<file path="src/rtl/match_pkg.sv">
// rtl/match_pkg.sv - shared state encoding, constants and default parameters for the match controller
package match_pkg;

    typedef enum logic [2:0] {
        ST_IDLE      = 3'd0,
        ST_COUNTDOWN = 3'd1,
        ST_PLAY      = 3'd2,
        ST_ROUND_END = 3'd3,
        ST_MATCH_END = 3'd4
    } match_state_t;

    localparam logic [2:0] WINNER_NONE = 3'd7;

    localparam int DEF_NUM_PLAYERS      = 2;
    localparam int DEF_HP_W             = 10;
    localparam int DEF_HP_MAX           = 100;
    localparam int DEF_ROUNDS_TO_WIN    = 3;
    localparam int DEF_COUNTDOWN_FRAMES = 180;
    localparam int DEF_ROUND_END_FRAMES = 120;

    function automatic int max_int(input int a, input int b);
        return (a > b) ? a : b;
    endfunction

endpackage

</file>
<file path="src/rtl/hp_channel.sv">
// rtl/hp_channel.sv - one player's health register: reload, saturating damage, alive flag
module hp_channel
    import match_pkg::*;
#(
    parameter int HP_W   = DEF_HP_W,
    parameter int HP_MAX = DEF_HP_MAX
) (
    input  logic            clk,
    input  logic            reset_n,
    input  logic            reload,
    input  logic            apply,
    input  logic            hit_valid,
    input  logic [HP_W-1:0] hit_dmg,
    output logic [HP_W-1:0] hp,
    output logic            alive
);

    // Health register; a dead player or a zero-damage hit leaves it untouched.
    always_ff @(posedge clk or negedge reset_n) begin
        if (!reset_n) begin
            hp <= HP_W'(HP_MAX);
        end else if (reload) begin
            hp <= HP_W'(HP_MAX);
        end else if (apply && hit_valid && (hit_dmg != '0) && (hp != '0)) begin
            hp <= (hit_dmg >= hp) ? '0 : hp - hit_dmg;
        end
    end

    assign alive = (hp != '0);

endmodule

</file>
<file path="src/rtl/match_controller.sv">
// rtl/match_controller.sv - round/match sequencing, scoring and frame-timed phases for a fighting game
module match_controller
    import match_pkg::*;
#(
    parameter int NUM_PLAYERS      = DEF_NUM_PLAYERS,
    parameter int HP_W             = DEF_HP_W,
    parameter int HP_MAX           = DEF_HP_MAX,
    parameter int ROUNDS_TO_WIN    = DEF_ROUNDS_TO_WIN,
    parameter int COUNTDOWN_FRAMES = DEF_COUNTDOWN_FRAMES,
    parameter int ROUND_END_FRAMES = DEF_ROUND_END_FRAMES
) (
    input  logic                        clk,
    input  logic                        reset_n,
    input  logic                        frame_vs,
    input  logic                        start,
    input  logic [NUM_PLAYERS-1:0]      hit_valid,
    input  logic [NUM_PLAYERS*HP_W-1:0] hit_dmg,
    output logic [NUM_PLAYERS*HP_W-1:0] hp,
    output logic [NUM_PLAYERS*HP_W-1:0] hp_pad,
    output logic [NUM_PLAYERS-1:0]      alive,
    output logic [NUM_PLAYERS*4-1:0]    score,
    output logic [3:0]                  round_num,
    output logic [2:0]                  state,
    output logic                        controls_en,
    output logic [2:0]                  winner
);

    localparam int CNT_W = $clog2(max_int(COUNTDOWN_FRAMES, ROUND_END_FRAMES) + 1);
    localparam logic [CNT_W-1:0] CD_LAST = CNT_W'(COUNTDOWN_FRAMES - 1);
    localparam logic [CNT_W-1:0] RE_LAST = CNT_W'(ROUND_END_FRAMES - 1);

    match_state_t     state_q, state_next;
    logic [CNT_W-1:0] frame_cnt;
    logic [3:0]       score_r [NUM_PLAYERS];
    logic             vs_s1, vs_s2, vs_s3, armed, frame_tick;
    logic [1:0]       primed;
    logic             start_match, round_decide, next_round, match_won;
    logic [2:0]       alive_cnt, lone;

    // Vsync synchroniser and edge detect; a level already high at reset release
    // must first be seen low (armed) before any tick is produced.
    always_ff @(posedge clk or negedge reset_n) begin
        if (!reset_n) begin
            vs_s1      <= 1'b0;
            vs_s2      <= 1'b0;
            vs_s3      <= 1'b0;
            primed     <= 2'b00;
            armed      <= 1'b0;
            frame_tick <= 1'b0;
        end else begin
            vs_s1      <= frame_vs;
            vs_s2      <= vs_s1;
            vs_s3      <= vs_s2;
            primed     <= {primed[0], 1'b1};
            armed      <= armed | (primed[1] & ~vs_s2);
            frame_tick <= vs_s2 & ~vs_s3 & armed;
        end
    end

    // Survivor count, lone survivor index and match-over detection.
    always_comb begin
        alive_cnt = 3'd0;
        lone      = WINNER_NONE;
        match_won = 1'b0;
        for (int i = 0; i < NUM_PLAYERS; i++) begin
            alive_cnt = alive_cnt + 3'(alive[i]);
            if (alive[i]) lone = 3'(i);
            if (score_r[i] == 4'(ROUNDS_TO_WIN)) match_won = 1'b1;
        end
    end

    // State register.
    always_ff @(posedge clk or negedge reset_n) begin
        if (!reset_n) state_q <= ST_IDLE;
        else          state_q <= state_next;
    end

    // Next-state logic and one-cycle control strobes for the datapath.
    always_comb begin
        state_next   = state_q;
        start_match  = 1'b0;
        round_decide = 1'b0;
        next_round   = 1'b0;
        case (state_q)
            ST_IDLE, ST_MATCH_END: begin
                if (start) begin
                    start_match = 1'b1;
                    state_next  = ST_COUNTDOWN;
                end
            end
            ST_COUNTDOWN: begin
                if (frame_tick && frame_cnt == CD_LAST) state_next = ST_PLAY;
            end
            ST_PLAY: begin
                if (alive_cnt <= 3'd1) begin
                    round_decide = 1'b1;
                    state_next   = ST_ROUND_END;
                end
            end
            ST_ROUND_END: begin
                if (frame_tick && frame_cnt == RE_LAST) begin
                    if (match_won) begin
                        state_next = ST_MATCH_END;
                    end else begin
                        next_round = 1'b1;
                        state_next = ST_COUNTDOWN;
                    end
                end
            end
            default: state_next = ST_IDLE;
        endcase
    end

    // Scores, round number, winner and the phase frame counter.
    always_ff @(posedge clk or negedge reset_n) begin
        if (!reset_n) begin
            for (int i = 0; i < NUM_PLAYERS; i++) score_r[i] <= 4'd0;
            round_num <= 4'd1;
            winner    <= WINNER_NONE;
            frame_cnt <= '0;
        end else begin
            if (start_match) begin
                for (int i = 0; i < NUM_PLAYERS; i++) score_r[i] <= 4'd0;
                round_num <= 4'd1;
            end
            if (round_decide) begin
                winner <= (alive_cnt == 3'd1) ? lone : WINNER_NONE;
                for (int i = 0; i < NUM_PLAYERS; i++) begin
                    if (alive_cnt == 3'd1 && lone == 3'(i) && score_r[i] != 4'd15)
                        score_r[i] <= score_r[i] + 4'd1;
                end
            end
            if (next_round && winner != WINNER_NONE)
                round_num <= (round_num == 4'd15) ? 4'd1 : round_num + 4'd1;
            if (state_next != state_q)
                frame_cnt <= '0;
            else if (frame_tick && (state_q == ST_COUNTDOWN || state_q == ST_ROUND_END))
                frame_cnt <= frame_cnt + CNT_W'(1);
        end
    end

    genvar g;
    generate
        for (g = 0; g < NUM_PLAYERS; g++) begin : g_player
            hp_channel #(.HP_W(HP_W), .HP_MAX(HP_MAX)) u_hp (
                .clk       (clk),
                .reset_n   (reset_n),
                .reload    (start_match | next_round),
                .apply     (state_q == ST_PLAY),
                .hit_valid (hit_valid[g]),
                .hit_dmg   (hit_dmg[g*HP_W +: HP_W]),
                .hp        (hp[g*HP_W +: HP_W]),
                .alive     (alive[g])
            );
            assign hp_pad[g*HP_W +: HP_W] = HP_W'(HP_MAX) - hp[g*HP_W +: HP_W];
            assign score[g*4 +: 4]        = score_r[g];
        end
    endgenerate

    assign state       = state_q;
    assign controls_en = (state_q == ST_PLAY);

endmodule

</file>
<file path="config.mk">
export PLATFORM = sky130hd
export DESIGN_NAME = match_controller
export DESIGN_NICKNAME = d
export VERILOG_FILES = /design/src/rtl/match_pkg.sv /design/src/rtl/hp_channel.sv /design/src/rtl/match_controller.sv
export SDC_FILE = /design/constraint.sdc
export NUM_CORES = 1
export LEC_CHECK = 0
export BUFFER_PORTS_ARGS = -buffer_cell sky130_fd_sc_hd__buf_2
export CAP_MARGIN = 20
export CORE_ASPECT_RATIO = 0.5
export CORE_MARGIN = 2
export CORE_UTILIZATION = 30
export DETAILED_ROUTE_END_ITERATION = 16
export PLACE_DENSITY_LB_ADDON = 0.15
export SYNTH_ARGS = -nofsm -noshare
export SYNTH_HDL_FRONTEND = slang
export SYNTH_HIERARCHICAL = 1
export SYNTH_SLANG_ARGS = --single-unit
</file>
<file path="constraint.sdc">
create_clock -name clk -period 2.9 [get_ports clk]
set_input_delay 0.435 -clock clk [delete_from_list [all_inputs] [get_ports clk]]
set_output_delay 0.435 -clock clk [all_outputs]
set_load 0.05 [all_outputs]
</file>
==> key figures <==
Status
  • Run status: finished, final reports clean

Global routing
  • Largest net degree at the start of global routing: 21
  • Number of global-route vias before repair: about 3.4k
  • Wire length of the first global-routing pass: around 17 mm
  • Initial antenna violation count: 0
  • GRT Overall Usage: 15.1%
  • Total gr overflow: 0

Layout
  • Synthesis-to-layout area growth: 21.9%
  • Share of layout cells above drive strength 1: 23.9%
  • Final core utilization: a little under two fifths
  • Filler cell count in the final layout: about 1.3k
  • Most frequent standard cell in the layout excluding fill and tap cells: buf_2
  • Leading cell types in the layout, fill and taps excluded: buf_2, inv_1, dfrtp_1
  • Layout Nets: slightly below 600
  • Number of antenna repair diodes: 0

Timing
  • Final number of hold-violating endpoints: 0
  • Part of the cycle the worst path needs: 89.4%
  • Slew margin rel.: 48.3%
  • Setup violations, final: 0
  • Min cycle time layout: 2590 ps
  • Total count of max-transition violations in the final report: 0
  • Setup ws final: 307 ps
  • Pin slew with the least headroom to its limit: 771 ps
  • Setup TNS: 0 ps
  • Setup repair after global routing missed its margin: false
  • Maximum achievable frequency: between 300 and 400 MHz
  • Skew final: 11.0 ps

Routing
  • TritonRoute pass-1 iters: 4
  • Via/cell ratio: 5.06
  • Detailed-route via count: 3565
  • DRC violation count after routing: 0
  • Number of routed nets with antenna violations: 0
  • WL/cell: 14.9 µm
  • Sum of routed wire length over all layers: ~11 mm
  • First-iteration detailed-routing DRC count: 135

Clock tree
  • CTS clk-pin slew, worst paths: 80 ps
  • Number of buffers between clock root and the deepest sink: 2
  • Clock buffer count from CTS: 5
  • TritonCTS clock tree: built
  • Sink count of the clock tree: 52
  • Count of H-tree levels built during CTS: 2
  • Clock latency on the worst-skew pair: 300 ps
  • Post-CTS Hold Fix Bufs: 0
  • Master cell of the clock root buffer: clkbuf_16
  • Post-CTS setup-driven buffer insertion count: 0
  • Number of instances resized during post-cts repair: 0

Floorplan
  • Horiz. Die Dim: 166 µm
  • Area of the die: 14100 µm²
  • Initial standard-cell utilization of the core: 30.9%
  • # IOs: 87
  • Core Rows: 29
  • Die H: 85.0 µm
  • Core box area: between 10000 and 15000 µm²

Synth
  • Fraction of the mapped netlist area in compound gates: 21.6%
  • Adder-cell share of the synthesized area: 10.5%
  • Summed instance area of the synthesized netlist: 3940 µm²
  • Yosys reg bits: between 50 and 60
  • Sequential element share of the synthesized area: roughly a third
  • Synthesis Warnings: 6
  • Post-synthesis xor/xnor area fraction: approximately 7%
  • Multiplexer fraction of the synthesized cell area: under 10%
  • Number of nets produced by synthesis: about 500
  • Number of distinct library cells after synthesis: 61
  • Number of enable flip-flop cells after synthesis: 0
  • Post-synth ARST share: 100%
  • Main combinational cell family by area after synthesis: compound AO/OA/AOI/OAI gates
  • Average size of a mapped cell: 8.99 µm²
  • Area fraction in and, or, nand and nor cells after synthesis: 20.1%
  • Cells after synthesis: 438
  • Top FF cell, synth: dfrtp_1

Power and ir drop
  • Leakage power figure: between 2 and 2.5 nW
  • Highest ir drop seen on vdd: around 0.00024 V
  • Power per Cell Area: 359 nW/µm²

Worst setup path
  • Top fanout value on the critical path: 7
  • Kind of launch point of the worst setup path: flop
  • Data arrival time of the critical path: about 2800 ps
  • Kind of critical path: flop to flop
  • CP Data Required Time: 3130 ps
  • Crit. End Element: flop

Worst hold path
  • Min-delay worst type: primary input to asynchronous set/reset pin

Placed design
  • HPWL after detailed placement: ~8.3 mm
  • Final weighted congestion of routability-driven global placement: 0.871
  • Setup slack at placement: between 300 and 400 ps
  • Quantity of I/O buffers inserted on ports: 86

Flow run
  • Max Cap Violations: 0
worst paths after layout:
check                                  startpoint                endpoint  slack, ps  cells past startpoint
setup / recovery           g_player[0].u_hp/hp[0]  g_player[0].u_hp/hp[9]        310                      8
hold / removal                            reset_n            round_num[1]         60                      1
setup reg to reg           g_player[0].u_hp/hp[0]  g_player[0].u_hp/hp[9]        310                      8
hold reg to reg                             vs_s1                   vs_s2        360                      0
max in group asynchronous                 reset_n  g_player[0].u_hp/hp[5]       2150                      2
min in group clk                         frame_vs                   vs_s1        250                      1
through the flow:
step                instance area [µm²]  power [W]  hold WS, ps  std cells
finish                             4800    0.00172         56.7        705
global route                       4800    0.00181         94.1        705
CTS                                4800    0.00174         73.4        705
detailed placement                 4630    0.00104          342        697
global placement                   4630    0.00104          332        697
floorplan                          3950   0.000954          139        438
sequential cells by signal, indices dropped and copies added, names as in the netlist:
register / flops
vs_s3: 1
state: 3
g_player.u_hp/hp: 20
primed: 2
vs_s2: 1
winner: 2
frame_tick: 1
vs_s1: 1
round_num: 4
frame_cnt: 8
score: 8
armed: 1
worst max-delay path, stage by stage, from the launching register on:
cell and delay (ps):
dfrtp_1 470, inv_1 70, ha_1 210, fa_1 420, nor2b_2 150, o2111ai_1 220
a211o_1 380, a211oi_4 370, a32o_1 210
report_power, final:
part           internal [W]  total [W]  switching [W]
clock              0.000411   0.000693       0.000282
sequential         0.000751   0.000777      0.0000257
combinational     0.0000973   0.000252       0.000154
total               0.00126    0.00172       0.000462
synth_stat cells (all sizes together) (3+ instances only):
library cell	instances	area share, %
inv	47	4.5
nand3	18	2.3
ha	30	9.5
a211oi	3	1.2
nor2	29	2.8
o21bai	3	0.57
o21a	8	1.5
dfstp	9	6.0
and4	4	0.89
xor2	14	3.1
nor3	8	1.0
nor2b	6	1.1
a22o	12	2.7
nand2b	6	0.95
buf	8	1.3
a211o	6	1.3
mux2i	5	1.3
a221o	6	1.5
a21o	3	0.57
dfrtp	43	27
xnor2	17	3.8
nor3b	3	0.57
a31oi	5	0.79
o21ai	15	1.9
nor4	10	1.6
a21oi	28	3.6
nand4	10	1.7
and3	7	1.1
nand2	31	3.0
a21boi	3	0.76
o211ai	4	0.76
final cells by class:
| type | instances | area, µm² | share of cell area [%] |
|---|---|---|---|
| clock buffer | 5 | 125 | 2.61 |
| clock inverter | 3 | 47.5 | 0.991 |
| sequential | 52 | 1310 | 27.4 |
| tap | 170 | 213 | 4.43 |
| timing repair buffer | 97 | 513 | 10.7 |
| inverter | 47 | 176 | 3.68 |
| multi-input combinational | 331 | 2410 | 50.2 |
routing by layer:
layer / up-vias / wire length, µm / track usage [%]
met5: - / 0 / 0
met4: 0 / 79 / 3.08
met3: 7 / 308 / 2.52
met2: 54 / 4650 / 23.6
met1: 1713 / 5470 / 22.0
li1: 1791 / - / -
kinds of logic (layout without fill, tap and decap cells):
logic type | count (synthesis) | count (layout)
mux | 6 | 6
buf+inv | 55 | 152
compound gates | 115 | 115
simple gates | 146 | 146
flops | 52 | 52
xor+xnor | 31 | 31
other cells | 1 | 1
fa+ha+maj | 32 | 32
Power figures use the tool's default switching activity.
